### src/rtl/key_sender.sv
// key_sender: sends a fixed six-digit code over a valid/ready key bus and retries until the lock opens
module key_sender #(
  parameter logic [23:0] CODE = 24'h335256,
  parameter int GAP_CYCLES = 2,
  parameter int CHECK_CYCLES = 4,
  parameter int MAX_TRIES = 3
) (
  input  logic       clk,
  input  logic       reset,
  input  logic       start,
  input  logic       key_ready,
  input  logic       locked,
  output logic [3:0] key,
  output logic       key_valid,
  output logic       busy,
  output logic       done,
  output logic       fail,
  output logic [1:0] tries
);
  localparam int MX = GAP_CYCLES > CHECK_CYCLES ? GAP_CYCLES : CHECK_CYCLES;
  localparam int CW = $clog2(MX + 1);
  typedef enum logic [2:0] {IDLE, SEND, GAP, CHECK, DONE, FAIL} state_t;
  state_t st, st_n;
  logic [2:0] idx, idx_n;
  logic [CW-1:0] cnt, cnt_n;
  logic [1:0] tries_n;
  logic done_n, fail_n;
  logic [3:0] dig;
  assign dig = 4'(CODE >> (4 * (3'd5 - idx_n)));
  always_comb begin
    st_n = st;
    idx_n = idx;
    cnt_n = cnt;
    tries_n = tries;
    done_n = done;
    fail_n = fail;
    case (st)
      IDLE, DONE, FAIL:
        if (start) begin
          st_n = SEND;
          idx_n = 3'd0;
          tries_n = 2'd1;
          done_n = 1'b0;
          fail_n = 1'b0;
        end
      SEND:
        if (key_ready) begin
          if (idx == 3'd5) begin
            st_n = CHECK;
            cnt_n = CW'(CHECK_CYCLES);
          end else begin
            idx_n = idx + 3'd1;
            st_n = GAP_CYCLES == 0 ? SEND : GAP;
            cnt_n = CW'(GAP_CYCLES);
          end
        end
      GAP: begin
        cnt_n = cnt - CW'(1);
        st_n = cnt == CW'(1) ? SEND : GAP;
      end
      CHECK:
        if (!locked) begin
          st_n = DONE;
          done_n = 1'b1;
        end else if (cnt != CW'(1)) begin
          cnt_n = cnt - CW'(1);
        end else if (tries == 2'(MAX_TRIES)) begin
          st_n = FAIL;
          fail_n = 1'b1;
        end else begin
          tries_n = tries + 2'd1;
          idx_n = 3'd0;
          st_n = GAP_CYCLES == 0 ? SEND : GAP;
          cnt_n = CW'(GAP_CYCLES);
        end
      default: st_n = IDLE;
    endcase
  end
  always_ff @(posedge clk or posedge reset) begin
    if (reset) begin
      st <= IDLE;
      idx <= '0;
      cnt <= '0;
      tries <= '0;
      done <= 1'b0;
      fail <= 1'b0;
      key <= 4'hF;
      key_valid <= 1'b0;
      busy <= 1'b0;
    end else begin
      st <= st_n;
      idx <= idx_n;
      cnt <= cnt_n;
      tries <= tries_n;
      done <= done_n;
      fail <= fail_n;
      key <= st_n == SEND ? dig : 4'hF;
      key_valid <= st_n == SEND;
      busy <= st_n inside {SEND, GAP, CHECK};
    end
  end
endmodule
### config.mk
export PLATFORM = sky130hd
export DESIGN_NAME = key_sender
export DESIGN_NICKNAME = d
export VERILOG_FILES = /design/src/rtl/key_sender.sv
export SDC_FILE = /design/constraint.sdc
export NUM_CORES = 1
export LEC_CHECK = 0
export ABC_AREA = 1
export CORE_MARGIN = 3
export CORE_UTILIZATION = 60
export CTS_CLUSTER_SIZE = 12
export DETAILED_ROUTE_END_ITERATION = 6
export DONT_BUFFER_PORTS = 1
export GPL_ROUTABILITY_DRIVEN = 0
export PLACE_DENSITY = 0.85
export SETUP_SLACK_MARGIN = 0.3
export SLEW_MARGIN = 20
export SYNTH_ARGS = -nofsm -noshare
export SYNTH_HDL_FRONTEND = slang
export SYNTH_SLANG_ARGS = --single-unit
### constraint.sdc
create_clock -name clk -period 2.6 [get_ports clk]
set_input_delay 0.26 -clock clk [delete_from_list [all_inputs] [get_ports clk]]
set_output_delay 0.26 -clock clk [all_outputs]
set_load 0.005 [all_outputs]
==> reports/summary.log <==
INFO  run_status     status=completed
INFO  layout         finalCoreUtilization=67.7%
INFO  worst_setup_path worst-endpoint-arrival=2.15ns
INFO  clocking       cts.path.max_buffers=2
INFO  route          detailedRoute.firstIterationViolations=56
INFO  synthesis      yosysSeqAreaShare=42.3%
INFO  layout         drive_gt1_share=17.4%
INFO  clocking       htree_num_levels=1
INFO  timing         fin_setup_tns=0ns
INFO  clocking       clock_sink_count=19
INFO  hold_path      worst_hold_startpoint=start
INFO  clocking       worst_setup_hold_path_clk_slew=0.11ns
INFO  timing         finalSetupViolations=0
INFO  route          detail_route.first_pass.iterations=4
INFO  place          place_worst_setup_slack=0.720ns
INFO  route          met2_length=1010um
INFO  clocking       cts_resized=0
INFO  timing         hold_violations=0
INFO  route          detail-route-antenna-nets=0
INFO  timing         skew=0.00198ns
INFO  timing         rsz0062_at_grt=false
INFO  timing         worst_pin_slew=0.687ns
INFO  worst_setup_path cp_data_required_time=2.85ns
INFO  synthesis      syn-cell-area=0.00114mm^2
INFO  power_and_ir_drop leakage=0.600nW
INFO  floorplanning  floorplan.core_area=0.00176mm^2
INFO  power_and_ir_drop combPwrFrac=48.5%
INFO  power_and_ir_drop netSwitchingFraction=46.6%
INFO  layout         number_of_fillers_in_the_final_layout=147
INFO  route          postRouteWirelength=2210um
INFO  grt            global_route.usage.total=21.2%
INFO  timing         max_clock_freq=0.526GHz
INFO  power_and_ir_drop max-vdd-ir-drop=0.000697V
INFO  power_and_ir_drop power_report.internal_total=0.714mW
INFO  clocking       clk_latency=0.31ns
INFO  timing         max_slew_margin=54.2%
INFO  grt            vias_in_the_first_global_route=928
INFO  job            maxCapViolCount=0
INFO  worst_setup_path worst_r2r_startpoint=tries[0]$_DFFE_PP0P_
INFO  timing         period_share=73.1%
INFO  place          port_buffers=0
INFO  synthesis      synth_warnings=0
INFO  power_and_ir_drop power_switching=0.624mW
INFO  floorplanning  total_die_area=0.00245mm^2
INFO  layout         insertedDiodeCount=0
INFO  hold_path      min-delay-path-class=in -> reg
INFO  synthesis      synth.avg_cell_area=7.84um^2
INFO  grt            grt_max_degree=20
INFO  synthesis      synthCells=145
INFO  floorplanning  placement_rows=15
INFO  worst_setup_path startpoint_type_of_the_worst_setup_path=flop
INFO  floorplanning  ioPinCount=15
INFO  route          routedLengthMet1=992um
INFO  clocking       cts_inserted_buffers=3
INFO  clocking       cts_tree=yes
INFO  grt            globalRoute.totalOverflow=0
INFO  grt            grt_first_pass_wirelength=3900um
INFO  route          routed_via_density=5.32
INFO  route          vias=925
INFO  grt            antenna_found_initial=0
INFO  timing         finalCriticalPeriod=1.90ns
INFO  route          met3_length=148um
INFO  route          post_drt_wl_per_cell=12.7um
INFO  layout         syn_to_final_growth=5.07%
INFO  worst_setup_path setup.worst_path.start=tries[0]$_DFFE_PP0P_
INFO  power_and_ir_drop power-per-cell-area=1120mW/mm^2
INFO  layout         num-nets-final=161
INFO  route          drc=0
INFO  timing         post-route-worst-setup-slack=0.698ns
INFO  floorplanning  fp.dieH=49.5um
INFO  clocking       cts_setup_buffers=0
INFO  floorplanning  die_width=49.5um
INFO  power_and_ir_drop clock_power_share=11.6%
INFO  worst_setup_path worst-setup-path-type=reg -> reg
INFO  power_and_ir_drop power.share.sequential=39.9%
INFO  floorplanning  initial_core_util=64.4%
INFO  route          route.top_layer_used=met4
INFO  synthesis      syn_nets=156
INFO  synthesis      synth_cell_types=21
INFO  worst_setup_path worstSetupEndpointType=flop
INFO  worst_setup_path cp_max_fo=4
INFO  clocking       root_buffer=sky130_fd_sc_hd__clkbuf_4
INFO  place          dp_hpwl=1680um
INFO  timing         maxSlewViolCount=0
INFO  synthesis      postSynthRegisterBits=19
flip-flops by register name, indices dropped and copies added, names as in the netlist:
name / cells
busy: 1
cnt: 3
done: 1
fail: 1
idx: 3
key: 4
key_valid: 1
st: 3
tries: 2
timing repair:
item | CTS | global route
hold buffers | 1 | 0
setup endpoints to repair | 0 | 0
endpoints found under the hold margin | 15 | 0
routing by layer:
layer	GRT usage, %	vias to the layer above
met5	0	-
met2	33.3	29
met4	12.0	0
met3	5.74	7
li1	-	472
met1	26.4	417
logic make-up (layout without fill, tap and decap cells):
family                   Yosys count  in the layout  share of synthesized area (%)
AO/OA/AOI/OAI                     21             21                           10.7
XOR/XNOR                           1              1                          0.771
adder cells (fa/ha/maj)            6              6                           6.61
buffers and inverters             27             31                           9.58
flip-flops                        19             19                           42.3
AND/OR/NAND/NOR                   71             71                           30.1
layout make-up:
cell class	instances	area, um^2	area share (%)
Multi-Input combinational cell	99	547	45.8
Sequential cell	19	480	40.3
Inverter	26	97.6	8.18
Tap cell	25	31.3	2.62
Clock buffer	3	22.5	1.89
Timing Repair Buffer	1	10.0	0.839
Clock inverter	1	5.00	0.419
power groups by stage:
| stage | clock, mW | combinational (mW) | sequential, mW |
|---|---|---|---|
| 2_1_floorplan | 0 | 0.557 | 0.501 |
| 6_report | 0.155 | 0.649 | 0.534 |
| 5_1_grt | 0.173 | 0.747 | 0.550 |
| 3_5_place_dp | 0 | 0.638 | 0.539 |
| 3_3_place_gp | 0 | 0.608 | 0.536 |
| 4_1_cts | 0.158 | 0.644 | 0.534 |
cells in the mapped netlist:
library cell | number | area share [%]
sky130_fd_sc_hd__nand2_1 | 32 | 11
sky130_fd_sc_hd__inv_1 | 23 | 7.6
sky130_fd_sc_hd__dfrtp_1 | 15 | 33
sky130_fd_sc_hd__nand3_1 | 13 | 5.7
sky130_fd_sc_hd__nor2_1 | 9 | 3.0
sky130_fd_sc_hd__o21ai_0 | 9 | 4.0
sky130_fd_sc_hd__nor2_2 | 7 | 3.9
sky130_fd_sc_hd__ha_1 | 6 | 6.6
sky130_fd_sc_hd__a21oi_1 | 5 | 2.2
sky130_fd_sc_hd__dfstp_2 | 4 | 9.3
sky130_fd_sc_hd__o211ai_1 | 4 | 2.6
sky130_fd_sc_hd__inv_2 | 3 | 0.99
sky130_fd_sc_hd__nand2_2 | 3 | 1.7
sky130_fd_sc_hd__nand3_2 | 3 | 2.6
sky130_fd_sc_hd__nand4_1 | 3 | 1.7
sky130_fd_sc_hd__buf_6 | 1 | 0.99
sky130_fd_sc_hd__nor2_4 | 1 | 0.99
sky130_fd_sc_hd__o21a_1 | 1 | 0.66
sky130_fd_sc_hd__o21ai_1 | 1 | 0.44
sky130_fd_sc_hd__o21ai_2 | 1 | 0.77
sky130_fd_sc_hd__xnor2_1 | 1 | 0.77
worst paths after layout:
| check | end | cells after the start | slack [ns] |
|---|---|---|---|
| hold reg to reg | done$_DFFE_PP0P_ | 2 | 0.55 |
| max in group asynchronous | cnt[0]$_DFFE_PP0P_ | 2 | 1.68 |
| setup / recovery | key[1]$_DFF_PP1_ | 10 | 0.70 |
| setup reg to reg | key[1]$_DFF_PP1_ | 10 | 0.70 |
| min in group asynchronous | key_valid$_DFF_PP0_ | 2 | 0.49 |
| hold / removal | done$_DFFE_PP0P_ | 3 | 0.17 |
worst max-delay path, cell delays in order, from the launching register on:
cell	delay (ns)
sky130_fd_sc_hd__dfrtp_1	0.44
sky130_fd_sc_hd__ha_1	0.24
sky130_fd_sc_hd__inv_1	0.09
sky130_fd_sc_hd__nand4_1	0.18
sky130_fd_sc_hd__nand3_1	0.13
sky130_fd_sc_hd__o211ai_1	0.12
sky130_fd_sc_hd__ha_1	0.37
sky130_fd_sc_hd__inv_1	0.07
sky130_fd_sc_hd__nand2_1	0.06
sky130_fd_sc_hd__nand3_1	0.08
sky130_fd_sc_hd__nand2_1	0.05
metrics by stage:
| stage | power [mW] | std cells | hold slack [ns] | area, um^2 |
|---|---|---|---|---|
| global route | 1.47 | 174 | 0.196 | 1190 |
| finish | 1.34 | 174 | 0.166 | 1190 |
| detailed placement | 1.18 | 169 | 0.298 | 1160 |
| floorplan | 1.06 | 145 | 0.208 | 1140 |
| global placement | 1.14 | 169 | 0.290 | 1160 |
| CTS | 1.34 | 174 | 0.157 | 1190 |
placed cells by master, fill, tap and decap left out, drive strengths merged:
cell	count
o21a	1
inv	26
dfstp	4
nand2	35
nand3	16
nor2	17
ha	6
dlygate4sd3	1
xnor2	1
dfrtp	15
a21oi	5
clkinv	1
o211ai	4
clkbuf	3
nand4	3
o21ai	11
No activity file was read; power rests on OpenSTA's default activity.
